`config.mk`:
```
export PLATFORM = sky130hd
export DESIGN_NAME = multi_core_scheduler
export DESIGN_NICKNAME = d
export VERILOG_FILES = /design/src/rtl/multi_core_scheduler.sv
export SDC_FILE = /design/constraint.sdc
export NUM_CORES = 1
export LEC_CHECK = 0
export CORE_ASPECT_RATIO = 1.5
export CORE_MARGIN = 1
export CORE_UTILIZATION = 30
export CTS_CLUSTER_SIZE = 14
export DETAILED_ROUTE_END_ITERATION = 7
export HOLD_SLACK_MARGIN = 0.1
export SYNTH_ARGS = -nofsm -noshare
export SYNTH_HDL_FRONTEND = slang
export SYNTH_SLANG_ARGS = --single-unit
```
`constraint.sdc`:
```
create_clock -name clk -period 8.37 [get_ports clk]
set_input_delay 2.511 -clock clk [delete_from_list [all_inputs] [get_ports clk]]
set_output_delay 2.511 -clock clk [all_outputs]
set_load 0.02 [all_outputs]
```
`src/rtl/multi_core_scheduler.sv`:
```
// rtl/multi_core_scheduler.sv - launch, lockstep-check and completion control for a lockstep core array
//
// Launches a run on the cores selected by coreMask, nominates the lowest-numbered
// active core as leader and forwards its memory buses, and finishes the run when
// every active core has reported done, or with an error on a lockstep mismatch or
// a cycle timeout.
//
// Ports:
//   clk, rst                   clock, synchronous active-high reset
//   start                      launch request (IDLE), error acknowledge (ERROR)
//   coreMask, timeoutLimit     run configuration, sampled at launch
//   core_done                  per-core done levels
//   core_insMemAddr            packed per-core instruction addresses
//   core_dataMemAddr           packed per-core data addresses
//   core_DataMemWrEn           per-core data write enables
//   coreStart                  one-cycle start pulse to the active cores
//   insMemAddr, dataMemAddr    leader buses
//   DataMemWrEn                leader write enable, forced low outside RUN
//   ready, busy, done          status (IDLE / LAUNCH+RUN / completion pulse)
//   lockstepErr, timeoutErr    sticky error flags, cleared at the next launch
//   doneMask, cycleCount       progress of the current or last run
module multi_core_scheduler #(
    parameter int CORE_COUNT          = 4,
    parameter int DATA_MEM_ADDR_WIDTH = 12,
    parameter int INS_MEM_ADDR_WIDTH  = 8,
    parameter int TIMEOUT_WIDTH       = 16
) (
    input  logic                                      clk,
    input  logic                                      rst,
    input  logic                                      start,
    input  logic [CORE_COUNT-1:0]                     coreMask,
    input  logic [TIMEOUT_WIDTH-1:0]                  timeoutLimit,
    input  logic [CORE_COUNT-1:0]                     core_done,
    input  logic [CORE_COUNT*INS_MEM_ADDR_WIDTH-1:0]  core_insMemAddr,
    input  logic [CORE_COUNT*DATA_MEM_ADDR_WIDTH-1:0] core_dataMemAddr,
    input  logic [CORE_COUNT-1:0]                     core_DataMemWrEn,
    output logic [CORE_COUNT-1:0]                     coreStart,
    output logic [INS_MEM_ADDR_WIDTH-1:0]             insMemAddr,
    output logic [DATA_MEM_ADDR_WIDTH-1:0]            dataMemAddr,
    output logic                                      DataMemWrEn,
    output logic                                      ready,
    output logic                                      busy,
    output logic                                      done,
    output logic                                      lockstepErr,
    output logic                                      timeoutErr,
    output logic [CORE_COUNT-1:0]                     doneMask,
    output logic [TIMEOUT_WIDTH-1:0]                  cycleCount
);

    localparam int IW = INS_MEM_ADDR_WIDTH;
    localparam int DW = DATA_MEM_ADDR_WIDTH;
    localparam int TW = TIMEOUT_WIDTH;
    localparam int LW = (CORE_COUNT > 1) ? $clog2(CORE_COUNT) : 1;

    typedef enum logic [2:0] {
        S_IDLE,
        S_LAUNCH,
        S_RUN,
        S_DONE,
        S_ERROR
    } state_t;

    state_t              state;
    state_t              state_next;
    logic [CORE_COUNT-1:0] active_mask;
    logic [CORE_COUNT-1:0] done_mask;
    logic [TW-1:0]       timeout_lim;
    logic [TW-1:0]       cycle_count;
    logic [LW-1:0]       leader;
    logic [LW-1:0]       first_set;
    logic                lockstep_err;
    logic                timeout_err;
    logic [IW-1:0]       lead_ins;
    logic [DW-1:0]       lead_data;
    logic                lead_we;
    logic                mismatch;
    logic                all_done;
    logic                timeout_hit;

    // Lowest set bit of coreMask; scanning downwards lets the lowest index win.
    always_comb begin
        first_set = '0;
        for (int i = CORE_COUNT - 1; i >= 0; i--) begin
            if (coreMask[i]) begin
                first_set = LW'(i);
            end
        end
    end

    always_comb begin
        lead_ins  = core_insMemAddr[int'(leader)*IW +: IW];
        lead_data = core_dataMemAddr[int'(leader)*DW +: DW];
        lead_we   = core_DataMemWrEn[int'(leader)];
    end

    // Cores already latched in done_mask have left lockstep and are not compared.
    always_comb begin
        mismatch = 1'b0;
        for (int i = 0; i < CORE_COUNT; i++) begin
            if (active_mask[i] && !done_mask[i]) begin
                if (core_insMemAddr[i*IW +: IW] != lead_ins ||
                    core_dataMemAddr[i*DW +: DW] != lead_data ||
                    core_DataMemWrEn[i] != lead_we) begin
                    mismatch = 1'b1;
                end
            end
        end
    end

    // Completion includes this cycle's done levels, so a core finishing on the
    // timeout cycle still counts as a successful run.
    assign all_done    = ((done_mask | (core_done & active_mask)) == active_mask);
    assign timeout_hit = (timeout_lim != '0) && (cycle_count == timeout_lim);

    always_comb begin
        state_next = state;
        coreStart  = '0;
        ready      = 1'b0;
        busy       = 1'b0;
        done       = 1'b0;
        case (state)
            S_IDLE: begin
                ready = 1'b1;
                if (start && (coreMask != '0)) begin
                    state_next = S_LAUNCH;
                end
            end
            S_LAUNCH: begin
                busy       = 1'b1;
                coreStart  = active_mask;
                state_next = S_RUN;
            end
            S_RUN: begin
                busy = 1'b1;
                if (mismatch) begin
                    state_next = S_ERROR;
                end else if (all_done) begin
                    state_next = S_DONE;
                end else if (timeout_hit) begin
                    state_next = S_ERROR;
                end
            end
            S_DONE: begin
                done       = 1'b1;
                state_next = S_IDLE;
            end
            S_ERROR: begin
                if (start) begin
                    state_next = S_IDLE;
                end
            end
            default: begin
                state_next = S_IDLE;
            end
        endcase
    end

    always_ff @(posedge clk) begin
        if (rst) begin
            state        <= S_IDLE;
            active_mask  <= '0;
            timeout_lim  <= '0;
            leader       <= '0;
            done_mask    <= '0;
            cycle_count  <= '0;
            lockstep_err <= 1'b0;
            timeout_err  <= 1'b0;
        end else begin
            state <= state_next;
            case (state)
                S_IDLE: begin
                    if (start && (coreMask != '0)) begin
                        active_mask <= coreMask;
                        timeout_lim <= timeoutLimit;
                        leader      <= first_set;
                    end
                end
                S_LAUNCH: begin
                    done_mask    <= '0;
                    cycle_count  <= '0;
                    lockstep_err <= 1'b0;
                    timeout_err  <= 1'b0;
                end
                S_RUN: begin
                    done_mask <= done_mask | (core_done & active_mask);
                    if (cycle_count != '1) begin
                        cycle_count <= cycle_count + TW'(1);
                    end
                    if (mismatch) begin
                        lockstep_err <= 1'b1;
                    end else if (!all_done && timeout_hit) begin
                        timeout_err <= 1'b1;
                    end
                end
                default: begin
                end
            endcase
        end
    end

    assign insMemAddr  = lead_ins;
    assign dataMemAddr = lead_data;
    assign DataMemWrEn = (state == S_RUN) && lead_we;
    assign lockstepErr = lockstep_err;
    assign timeoutErr  = timeout_err;
    assign doneMask    = done_mask;
    assign cycleCount  = cycle_count;

endmodule

```
[Word level (Yosys, flattened, before mapping)]
Index checks and enable logic that the tools add are counted.
Word-level totals
  register bits: 47
  logic and storage cells: 104
Operators by class
  add/subtract/negate cells: 1
  multipliers: 1
  $lt $le $gt $ge: 1
  eq/ne operators: 26
  shift-type cells: 2
  muxes and demuxes: 32
  bitwise operators: 2
  reductions and logical operators: 31
Operator list (number)
  $ne 12x12->1: 4
  $shiftx 48x7->12: 1
  $ne 8x8->1: 4
  $pmux 16 s2: 1
  $shiftx 32x6->8: 1
  $add 16x1->16 const B: 1
  $eq 16x16->1: 1
  $mux 16: 1
  $ne 16x16->1 const B: 1
  $reduce_bool 16->1: 1
  $mux 1: 15
  $mux 3: 5
  $ne 2x2->1 const B: 6
  $pmux 3 s4: 1
  $logic_and 1x1->1: 8
  $logic_or 1x1->1: 8
  $mux 2: 4
  $pmux 4 s2: 1
  $eq 3x2->1 const B: 2
  $reduce_and 2->1: 3
  $reduce_and 3->1: 2
  $logic_not 1->1: 5
  $and 4x4->4: 1
  $eq 4x4->1: 1
  14 further kinds: 18

[Logic depth before layout (Yosys ltp)]
  depth in word-level cells: 15
  mapped depth: 11
  gate-level depth less buffers: 8

[Worst setup path after synthesis]
OpenSTA, ideal clock, no wires.
  path kind: in2out
  start: in core_insMemAddr[30]
  end: out insMemAddr[6]
  data arrival time: 3220 ps
  setup slack: 2639 ps
  stages: 2
  path buffers: 1
  cells stage by stage: clkbuf_1 -> mux4_2
On the way
  word-level cells in the longest chain between the ends: 1
RTL lines
  start, declared: line 34  | input logic [CORE_COUNT*INS_MEM_ADDR_WIDTH-1:0] core_insMemAddr,
  $shiftx 32x6->8: line 91  | lead_ins = core_insMemAddr[int'(leader)*IW +: IW];
  end, declared: line 38  | output logic [INS_MEM_ADDR_WIDTH-1:0] insMemAddr,
Every way passes these cells.

[Worst setup path in the final report]
  start: in core_DataMemWrEn[3]
  end: out DataMemWrEn
On the way
  word-level cells in the longest chain between the ends: 3
RTL lines
  start, declared: line 36  | input logic [CORE_COUNT-1:0] core_DataMemWrEn,
  $bmux 1 s2: line 93  | lead_we = core_DataMemWrEn[int'(leader)];
  $mux 1 (implied by the code): line 93
  $logic_and 1x1->1: line 203  | assign DataMemWrEn = (state == S_RUN) && lead_we;
  end, declared: line 40  | output logic DataMemWrEn,
Every way passes these cells. The select of a mux whose other input is x is not followed.

==> impl_results.md <==
* Largest net degree at the start of global routing at 59
* Via Count at 4939
* Sequential area share after synthesis at 18.48%
* Synth Warn # at 0
* CP max stage cell: clkdlybuf4s50_1
* Die height at between 150 and 200 microns
* DRC at 0
* Hold Path Cell Cnt at 2
* Largest cells by area after synthesis: xnor2_1 (20%), dfxtp_1 (18%), xor2_1 (9.3%), mux4_2 (8.4%), mux2i_1 (6.9%)
* Top Ports at 161
* # diodes at 0
* Cells after Synth at 592
* Detailed Route WL at 17.46 mm
* Peak VDD IR at 0.0001140 V
* Distinct cells, synth at 66
* Synthesized flop and latch total at 47
* Post-CTS Setup Bufs at 0
* Dominant synthesized flop cell: dfxtp_1
* Share of Yosys cell area claimed by the top area cell type at just over 20%
* I/O Buffers at 160
* GPL Wtd Cong at around 0.96
* Crit-path max cell delay at ~530 ps
* Vias in the first global route at 4844
* Post-cts gate resize count at 0
* # hold bufs at CTS at 0
* R2r setup slk at 4900 ps
* Clk_skew at 4.898 ps
* Post-DP HPWL at 14.38 mm
* Clock Latency Late Sink at 290 ps
* Commonest non-fill, non-tap cell in the layout: clkdlybuf4s50_1
* Grt total ovfl at 0
* Area Overhead vs Synth at 37.01%
* Leak at ~2.2 nW
* Worst EP arrival at 4270 ps
* Fmax at about 150 MHz
* Die width at 108.4 microns
* Number of nets with antenna violations after routing at 0
* Syn nets at approximately 700
* Hold EP: timeoutErr
* RSZ-0062 raised after global routing: no
* First-pass GRT wire length at 26.54 mm
* Clk sink count at 47
* Final clock period utilization by the worst path at 81.05%
* Cells along the critical path: clkdlybuf4s50_1 > mux4_2 > and2_1 > clkdlybuf4s50_1
* Largest area contributor in the synthesized netlist: xnor2_1
* Crit path time final at 6784 ps
* Rel. slew slack at 34.43%
* Rows at 58
* Final hold slack at roughly 470 ps
* CP Capture Type: output pin
* First-pass detailed-route iteration total at 4
* Min-delay src: timeoutErr
* Final hold vios at 0
* Worst slew pin tran at 981.5 ps
* Fillcell total at 1702
* Hold Crit Class: flip-flop to flip-flop
* Routed vias/inst at between 5 and 6
* Die Area at 0.01751 sq mm
* Crit path kind: primary input to output pin
* Synthesized cell area at between 0.005 and 0.006 sq mm
* CTS tree: done
* Crit-path max FO at 5
* Total of max-cap violations at 0
* Crit path launch: core_DataMemWrEn[3]
* Overall Global Routing Usage at between 10% and 20%
* Worst Path Buf+Inv at 2
* H-tree depth at 2
* EDFF count, synth at 0
* Starting Density at ~30%
* Routed WL per cell at 18.51 microns
* Root Buffer: clkbuf_16
* Initial drt markers at 206
* Core region area at 0.01669 sq mm
* Worst-path clk slew at 70 ps
* # setup viols final at 0
* PD cells at roughly 140 mW/mm^2
* Reg-to-reg critical path startpoint: leader[1]
* Startpoint Class: primary input
* Initial antenna violation count at 0
* Register-to-Register Path Depth at 9
* Slew Limit Fails at 0
* Total CTS buffers at 5
* Delay-heaviest family, CP: buffers and inverters
* Most frequent cells in the layout: clkdlybuf4s50_1 (160), xnor2_1 (117), nand2_1 (61), xor2_1 (54), dfxtp_1 (45)
* Final setup TNS at 0 ps
* Layout cells sized above 1 at 6.685%
* # nets final at around 840
* CTS Buffer Depth at 2
* Asr flop ratio synth at 0%
* Outcome: completed
* Mean Syn Cell Area at around 8.6 sq um
* RR Endpoint: state[2]
* Worst EP required at 5860 ps
* Top cell by count, worst path: clkdlybuf4s50_1
[flip-flops by register name, summed over array words and instances (netlist names)]
name	flops
leader	2
cycleCount	16
timeout_lim	16
active_mask	4
lockstepErr	1
state	3
timeoutErr	1
doneMask	4
[how the worst max path moves through the flow]
stage	endpoint	slack, ps	depth (start not counted)
4_1_cts	DataMemWrEn	1570	4
6_report	DataMemWrEn	1590	4
2_1_floorplan	insMemAddr[6]	2640	2
5_1_grt	DataMemWrEn	1530	4
3_3_place_gp	DataMemWrEn	1570	4
3_5_place_dp	DataMemWrEn	1570	4
[synthesized netlist by cell type (13+ instances only)]
master / count
a21oi_1: 24
clkbuf_1: 16
dfxtp_1: 47
inv_1: 13
mux2i_1: 35
mux4_2: 19
nand2_1: 61
nand3_1: 15
nand4_1: 23
nor2_1: 38
nor3_1: 13
nor4_1: 19
xnor2_1: 117
xor2_1: 54
[report_power, final]
part	internal, mW	leakage [nW]	switching (mW)
logic	0.219	1.77	0.235
registers	0.238	0.383	0.0257
clock network	0.150	0.0875	0.0891
total	0.608	2.24	0.349
[metrics by stage]
step                std cells  utilization, %  worst slack, ps  area, sq um  power [mW]
CTS                       943           41.79             1568         6975      0.9645
floorplan                 592               -             2639         5091      0.5455
detailed placement        935           40.73             1568         6798      0.7224
global placement          935           40.73             1573         6798      0.7232
finish                    943           41.79             1586         6975      0.9570
global route              943           41.79             1531         6975       1.006
[final cells by class]
class / count / area (sq um) / share of cell area, %
Timing Repair Buffer: 163 / 1624 / 23.28
Tap cell: 210 / 262.8 / 3.767
Clock buffer: 6 / 138.9 / 1.991
Multi-Input combinational cell: 501 / 3910 / 56.05
Clock inverter: 2 / 38.79 / 0.5561
Sequential cell: 47 / 945.9 / 13.56
Inverter: 14 / 55.05 / 0.7892
[layer usage]
layer / track usage (%) / wire [microns] / up-vias
met5: 0 / 0 / -
met4: 9.398 / 763 / 0
met3: 1.897 / 770 / 37
met2: 37.90 / 9484 / 178
met1: 21.71 / 6440 / 2320
li1: - / - / 2404
[logic make-up after synthesis]
kind of cell | Yosys count | synth area share [%]
DFF | 47 | 18.48
xor gates and xnor gates | 171 | 29.42
adders and majority gates | 1 | 0.2457
muxes | 56 | 16.32
and+or+nand+nor | 197 | 19.61
buffers and inverters | 44 | 4.719
AOI/OAI and AO/OA | 76 | 11.21
[worst register-to-register path: stages, from the launching register on]
cell	delay [ps]
dfxtp_4	500
buf_4	690
mux2i_1	430
xnor2_1	100
nor4_1	550
a31oi_1	210
nor3_2	260
o221a_4	240
nand3_4	90
o221a_1	300
Power figures use the tool's default switching activity.
